$ cat config.mk
export PLATFORM = sky130hd
export DESIGN_NAME = longop_scoreboard
export DESIGN_NICKNAME = d
export VERILOG_FILES = /design/src/rtl/mdu_pkg.sv /design/src/rtl/longop_scoreboard.sv
export SDC_FILE = /design/constraint.sdc
export NUM_CORES = 1
export LEC_CHECK = 0
export ABC_AREA = 1
export CAP_MARGIN = 20
export CORE_MARGIN = 5
export CORE_UTILIZATION = 41
export DETAILED_ROUTE_END_ITERATION = 8
export PLACE_DENSITY_LB_ADDON = 0.12
export SLEW_MARGIN = 5
export SYNTH_ARGS = -nofsm -noshare
export SYNTH_HDL_FRONTEND = slang
export SYNTH_SLANG_ARGS = --single-unit
$ cat constraint.sdc
create_clock -name CLK -period 1.7 [get_ports CLK]
set_input_delay 0.17 -clock CLK [delete_from_list [all_inputs] [get_ports CLK]]
set_output_delay 0.17 -clock CLK [all_outputs]
set_load 0.01 [all_outputs]
$ cat src/rtl/mdu_pkg.sv
//==============================================================================
// Module : mdu_pkg
// Brief  : Shared types and constants for the MDU issue/scoreboard logic.
// Rev    : 1.0 - initial release
//==============================================================================
`default_nettype none

package mdu_pkg;

    typedef enum logic [1:0] {
        IDLE   = 2'd0,
        ISSUE  = 2'd1,
        WAIT   = 2'd2,
        RETIRE = 2'd3
    } lop_state_t;

    localparam logic [4:0] REG_X0          = 5'd0;
    localparam int         DEFAULT_TIMEOUT = 64;

endpackage

`default_nettype wire

$ cat src/rtl/longop_scoreboard.sv
//==============================================================================
// Module : longop_scoreboard
// Brief  : Single-entry MDU issue controller, hazard scoreboard and shared
//          register-file write-port arbiter.
// Rev    : 1.0 - initial release
//==============================================================================
`default_nettype none

module longop_scoreboard
    import mdu_pkg::*;
#(
    parameter int TIMEOUT = DEFAULT_TIMEOUT
) (
    input  logic        CLK,
    input  logic        rst_n,
    input  logic        id_valid,
    input  logic        id_longop,
    input  logic        id_uses_rs1,
    input  logic        id_uses_rs2,
    input  logic        id_regwrite,
    input  logic [4:0]  id_rs1,
    input  logic [4:0]  id_rs2,
    input  logic [4:0]  id_rd,
    input  logic        flush_d,
    output logic        mdu_start,
    input  logic        mdu_done,
    input  logic [31:0] mdu_result,
    input  logic        pipe_regwrite,
    input  logic [4:0]  pipe_rd,
    input  logic [31:0] pipe_result,
    output logic        rf_we,
    output logic [4:0]  rf_wa,
    output logic [31:0] rf_wd,
    output logic        stall_d,
    output logic        busy,
    output logic        err
);

    localparam int                c_WD_W    = (TIMEOUT > 1) ? $clog2(TIMEOUT) : 1;
    localparam logic [c_WD_W-1:0] c_WD_LAST = c_WD_W'(TIMEOUT - 1);

    lop_state_t        r_state;
    logic [4:0]        r_pend_rd;
    logic [31:0]       r_res_q;
    logic [c_WD_W-1:0] r_wd_cnt;
    logic              r_mdu_start;
    logic              r_err;

    logic w_accept;
    logic w_busy;
    logic w_retire;
    logic w_pend_live;
    logic w_hazard;
    logic w_struct;

    assign w_accept    = id_valid && id_longop && !flush_d;
    assign w_busy      = (r_state != IDLE);
    assign w_retire    = (r_state == RETIRE);
    assign w_pend_live = w_busy && (r_pend_rd != REG_X0);

    // A pending x0 destination never blocks readers or writers of x0.
    assign w_hazard = w_pend_live && id_valid &&
                      ((id_uses_rs1 && (id_rs1 == r_pend_rd)) ||
                       (id_uses_rs2 && (id_rs2 == r_pend_rd)) ||
                       (id_regwrite && (id_rd  == r_pend_rd)));
    assign w_struct = id_valid && id_longop && w_busy;

    assign stall_d = !flush_d && (w_hazard || w_struct || w_retire);

    always_ff @(posedge CLK or negedge rst_n) begin
        if (!rst_n) begin
            r_state     <= IDLE;
            r_pend_rd   <= REG_X0;
            r_res_q     <= 32'd0;
            r_wd_cnt    <= '0;
            r_mdu_start <= 1'b0;
            r_err       <= 1'b0;
        end else begin
            r_mdu_start <= 1'b0;
            case (r_state)
                IDLE: begin
                    if (w_accept) begin
                        r_state     <= ISSUE;
                        r_pend_rd   <= id_rd;
                        r_mdu_start <= 1'b1;
                    end
                end
                ISSUE: begin
                    if (mdu_done) begin
                        r_res_q <= mdu_result;
                        r_state <= (r_pend_rd == REG_X0) ? IDLE : RETIRE;
                    end else begin
                        r_state  <= WAIT;
                        r_wd_cnt <= '0;
                    end
                end
                WAIT: begin
                    // A done arriving on the final watchdog cycle still wins.
                    if (mdu_done) begin
                        r_res_q <= mdu_result;
                        r_state <= (r_pend_rd == REG_X0) ? IDLE : RETIRE;
                    end else if (r_wd_cnt == c_WD_LAST) begin
                        r_err   <= 1'b1;
                        r_state <= IDLE;
                    end else begin
                        r_wd_cnt <= r_wd_cnt + 1'b1;
                    end
                end
                RETIRE: begin
                    if (!pipe_regwrite) begin
                        r_state <= IDLE;
                    end
                end
                default: r_state <= IDLE;
            endcase
        end
    end

    // WB traffic owns the port; the MDU result slips in on the first free cycle.
    assign rf_we = pipe_regwrite | (w_retire & !pipe_regwrite);
    assign rf_wa = pipe_regwrite ? pipe_rd     : r_pend_rd;
    assign rf_wd = pipe_regwrite ? pipe_result : r_res_q;

    assign mdu_start = r_mdu_start;
    assign busy      = w_busy;
    assign err       = r_err;

endmodule

`default_nettype wire
* After elaboration in Yosys (flattened, before gate mapping)
Index checks and enable logic that the tools add are counted.
** Word-level totals
- Word-level logic and storage cells :: 65
- Register bits after elaboration :: 47
- Bits of input ports :: 94
- Output and inout bits :: 42
** Operators by class
- Bitwise operators :: 3
- Add/subtract/negate cells :: 1
- Multiplexer cells :: 15
- Reduce and logical (&&, ||, !) cells :: 27
- Eq/ne operators :: 13
** Operators with widths (count)
- 32-bit two-way mux :: 1
- 6-bit two-way mux :: 3
- 5-bit equality test :: 3
- 2-bit two-way mux :: 6
- 6-bit case mux with 2 select lines :: 1
- 1-bit logical AND :: 10
- 2-bit inequality test (second input constant) :: 5
- 2-bit case mux with 4 select lines :: 1
- 6-bit by 1-bit adder with 6-bit output (second input constant) :: 1
- 6-bit equality test (second input constant) :: 1
- 3-bit AND reduction :: 2
- 5-bit zero test :: 1
- 5-bit two-way mux :: 1
- 5-bit nonzero test :: 1
- 2-bit equality test (second input constant) :: 2
- 1-bit logical OR :: 4
- 2-bit AND reduction :: 2
- 4-bit AND reduction :: 1
- 2-bit nonzero test :: 2
- 3-bit inequality test (second input constant) :: 1
- 2-bit by 1-bit equality test with 1-bit output (second input constant) :: 1
- 1-bit zero test :: 2
- 2-bit zero test :: 1
- 1-bit two-way mux :: 2
- other kinds (4) :: 4

* Longest topological paths before layout
- Depth after elaboration :: 8
- Gate-level depth with buffers :: 10
- Gate-level depth less buffers :: 10

* Least setup slack after synthesis
OpenSTA, ideal clock, no wires.
- Path kind :: register -> register
- Start :: register r_state[0]
- End :: register r_res_q[15]
- Stages on the path, launching flop included :: 6
- Library setup time :: 125 ps
- Data required time :: 1575 ps
- Arrival time :: 1329 ps
- Slack :: 246 ps
- Period minus slack after synthesis :: 1454 ps
- Path buffers :: 1
- Cell sequence :: dfrtp_1 > inv_1 > ha_1 > nand2_4 > buf_6 > mux2_2
** Between the ends
- Word-level cells in the longest chain between the ends :: 3
- Elaborated cells on any way between the ends :: 4
- Classes of those cells :: eq/ne (2); reduce/logical (2)
** RTL lines
- from (decl) :: line longop_scoreboard.sv:42 : lop_state_t r_state;
- from (signal assigned) :: line longop_scoreboard.sv:91 : r_state <= (r_pend_rd == REG_X0) ? IDLE : RETIRE;
- from (signal assigned) :: line longop_scoreboard.sv:101 : r_state <= (r_pend_rd == REG_X0) ? IDLE : RETIRE;
- 2-bit equality test / 2-bit by 1-bit equality test with 1-bit output (equally long branches) :: line longop_scoreboard.sv:80 : case (r_state)
- 2-bit OR reduction (no source line) *
- 2-bit AND reduction (no source line) *
- to (signal assigned) :: line longop_scoreboard.sv:90 : r_res_q <= mdu_result;
- to (signal assigned) :: line longop_scoreboard.sv:100 : r_res_q <= mdu_result;
- to (decl) :: line longop_scoreboard.sv:44 : logic [31:0] r_res_q;
Every way passes the cells marked *; elsewhere a longest branch is shown, timed or not.
A chain may end at the register's enable or synchronous reset.

* Worst setup path in the final report
- Start :: register r_pend_rd[3]
- End :: output port stall_d
** Between the ends
- Word-level cells in the longest chain between the ends :: 8
- Elaborated cells on any way between the ends :: 15
- Classes of those cells :: eq/ne (3); reduce/logical (12)
** RTL lines
- from (decl) :: line longop_scoreboard.sv:43 : logic [4:0] r_pend_rd;
- from (signal assigned) :: line longop_scoreboard.sv:84 : r_pend_rd <= id_rd;
- 5-bit equality test (on tied branches) :: line longop_scoreboard.sv:63, longop_scoreboard.sv:64
- 1-bit logical AND (on tied branches) :: line longop_scoreboard.sv:63, longop_scoreboard.sv:64
- 1-bit logical OR :: line longop_scoreboard.sv:63 : ((id_uses_rs1 && (id_rs1 == r_pend_rd)) ||
- 1-bit logical OR :: line longop_scoreboard.sv:64 : (id_uses_rs2 && (id_rs2 == r_pend_rd)) ||
- 1-bit logical AND * :: line longop_scoreboard.sv:62 : assign w_hazard = w_pend_live && id_valid &&
- 1-bit logical OR * (2 in series) :: line longop_scoreboard.sv:68 : assign stall_d = !flush_d && (w_hazard || w_struct || w_retire);
- 1-bit logical AND * :: line longop_scoreboard.sv:68
- to (decl) :: line longop_scoreboard.sv:34 : output logic stall_d,
Marks and branches as above.

==> metrics.yaml <==
outcome: "finished, violations left"
violations: "setup timing"
fin_crit_ns: 1.72
yosysSeqAreaShare: 0.418
power_density_nw_per_um2: 1220
startpoint_type: "register"
p_int_mw: 3.59
synth_fp_nets: 464
path_clk_slew_ns: 0.09
num_io_pins: 136
yosysMostFrequentCell: "nand2_1"
total_power_mw: 5.51
p_switching_mw: 1.92
drc: 0
grt_pass1_vias: 2692
setup_ws_ns: -0.0207
synthFlopType: "dfrtp_1"
h-tree-depth: 2
clkPwrFrac: 0.123
drt_wl_total_um: 7570
io_buffers: 135
std_cell_rows: 30
drv_slew: 0
dr.pass1.iters: 4
netlist.area_leader.share: 0.418
dieArea_sq_um: 8620
antenna_found_initial: 0
grt_start_max_net_pins: 29
crit_type: "register to primary output"
rr_startpoint: "r_pend_rd[2]"
p_leak_nw: 2.24
ys_ff_latch: 47
layout-drive-gt1-share: 0.175
cts_buffers: 5
sequentialPowerShare: 0.349
yosys-top-cells-area: "dfrtp_1 (42%), nand2_1 (22%), mux2_2 (12%)"
dieHeight_um: 92.9
cts_tree: "yes"
vias: 2776
worst_pin_slew_ns: 0.502
overflow: 0
power_frac_comb: 0.528
vias_per_cell: 4.62
yosysTopAreaCell: "dfrtp_1"
critical_path_required_ns: 1.53
syn_inst: 364
hp-class: "input pin to async pin"
maxSlewHeadroom: 0.665
ys_async_sr_fraction: 1.00
fmax_mhz: 581
startpoint: "r_pend_rd[3]"
root_buffer: "clkbuf_8"
fin_nets: 620
critPathCaptureType: "primary output"
drtIter0Drc: 69
synth_edf_count: 0
diodes: 0
rsz0062_at_grt: "true"
start_util: 0.417
core_area_sq_um: 6760
setup_tns_ns: -0.0207
synthToLayoutAreaGrowth_pct: 60.8
synth_commonest_cells: "nand2_1 (163), dfrtp_1 (47), inv_1 (33), mux2_2 (29), o21ai_0 (19)"
dpl.hpwl_um: 6010
grt_pass1_wl_um: 12200
syn-cell-area_sq_um: 2820
postRouteAntennaNets: 0
hold-worst-slack_ns: 0.363
clkLatencyLatePin_ns: 0.30
max_cap_violations: 0
swShare: 0.348
setup_viol: 1
final.period_utilization: 1.01
synth.distinct_cells: 28
worstPathMaxFanout: 5
yosysWarnings: 0
grt.total_usage: 0.174
clk_path_buf_depth: 2
cts.sinks: 47
vdd_drop_max_v: 0.000579
final_hold_viol_count: 0
synth_area_per_cell_sq_um: 7.73
wl_per_cell_um: 12.6
reg2reg_depth: 8
fin_skew_ns: 0.0103
die_x_um: 92.9
gp_congestion: 0.827
crit_arrival_ns: 1.55
stage by stage:
step	util	instances	instance area (sq um)	setup WS (ns)
floorplan	-	364	2820	0.246
global placement	0.653	589	4410	-0.278
detailed placement	0.653	589	4410	-0.313
CTS	0.668	600	4510	-0.0492
global route	0.670	601	4530	-0.137
finish	0.670	601	4530	-0.0207
path summary, 6_finish.rpt:
kind,end,slack (ns)
worst max-delay path,stall_d,-0.02
worst min-delay path,r_pend_rd[3],0.36
worst max register to register,r_state[0],0.24
worst min register to register,err,0.48
max in group asynchronous,r_pend_rd[4],0.80
min in group CLK,r_res_q[21],0.47
critical path: stages (launching register included):
cell	delay, ns
dfrtp_1	0.44
buf_4	0.15
nand2_1	0.05
nand2_1	0.04
nor2_1	0.09
nand3_1	0.08
nand3_1	0.09
nand2_1	0.05
a21oi_1	0.12
buf_2	0.15
layer usage:
layer  vias to the layer above  global-route usage  part of all wire
met2                        86               0.292              0.47
met5                         -                   0                 0
met1                      1241               0.216              0.44
met3                         6              0.0601             0.082
li1                       1443                   -                 -
met4                         0              0.0403            0.0092
layout make-up:
| type | instances | area, sq um |
|---|---|---|
| clock buffer | 5 | 68.8 |
| tap | 80 | 100 |
| multi-input combinational | 268 | 1430 |
| fill | 587 | 2230 |
| timing repair buffer | 162 | 1590 |
| sequential | 47 | 1180 |
| clock inverter | 3 | 20.0 |
| inverter | 36 | 138 |
power by group through the flow:
stage               Sequential, mW  Combinational, mW  Clock (mW)
finish                        1.92               2.91       0.677
global route                  1.99               3.21       0.745
CTS                           1.91               2.93       0.701
detailed placement            1.94               2.89           0
global placement              1.92               2.84           0
floorplan                     1.85               1.66           0
registers in the layout, indices dropped and copies added (netlist names):
register	flops
r_state	2
r_pend_rd	5
r_wd_cnt	6
r_res_q	32
mdu_start	1
err	1
cells in the final DEF (no fill, tap or decap), types with 4 or more instances in the layout:
cell type        count
buf_12               4
buf_4               21
clkbuf_8             5
clkdlybuf4s50_1    125
dfrtp_1             45
dlygate4sd2_1        5
ha_1                 5
inv_1               29
inv_2                6
mux2_2              29
nand2_1            163
nand3_1             11
nor2_1              18
o21ai_0             19
cells by family (layout without fill, tap and decap cells):
| group | Yosys count | after routing | share of synthesized area |
|---|---|---|---|
| mux | 31 | 31 | 0.127 |
| fa+ha+maj | 6 | 6 | 0.0267 |
| simple gates | 204 | 204 | 0.301 |
| compound gates | 27 | 27 | 0.0529 |
| flops | 47 | 47 | 0.418 |
| buf+inv | 49 | 206 | 0.0751 |
what timing repair did:
item                                    CTS  global route
gates resized for setup                  21             4
pin swaps                                 0             2
hold endpoints to repair                 19             0
endpoints found under the setup margin   40             2
setup buffers                             2             1
hold buffers                              1             0
Note: power is estimated with default switching activity, not from simulation.
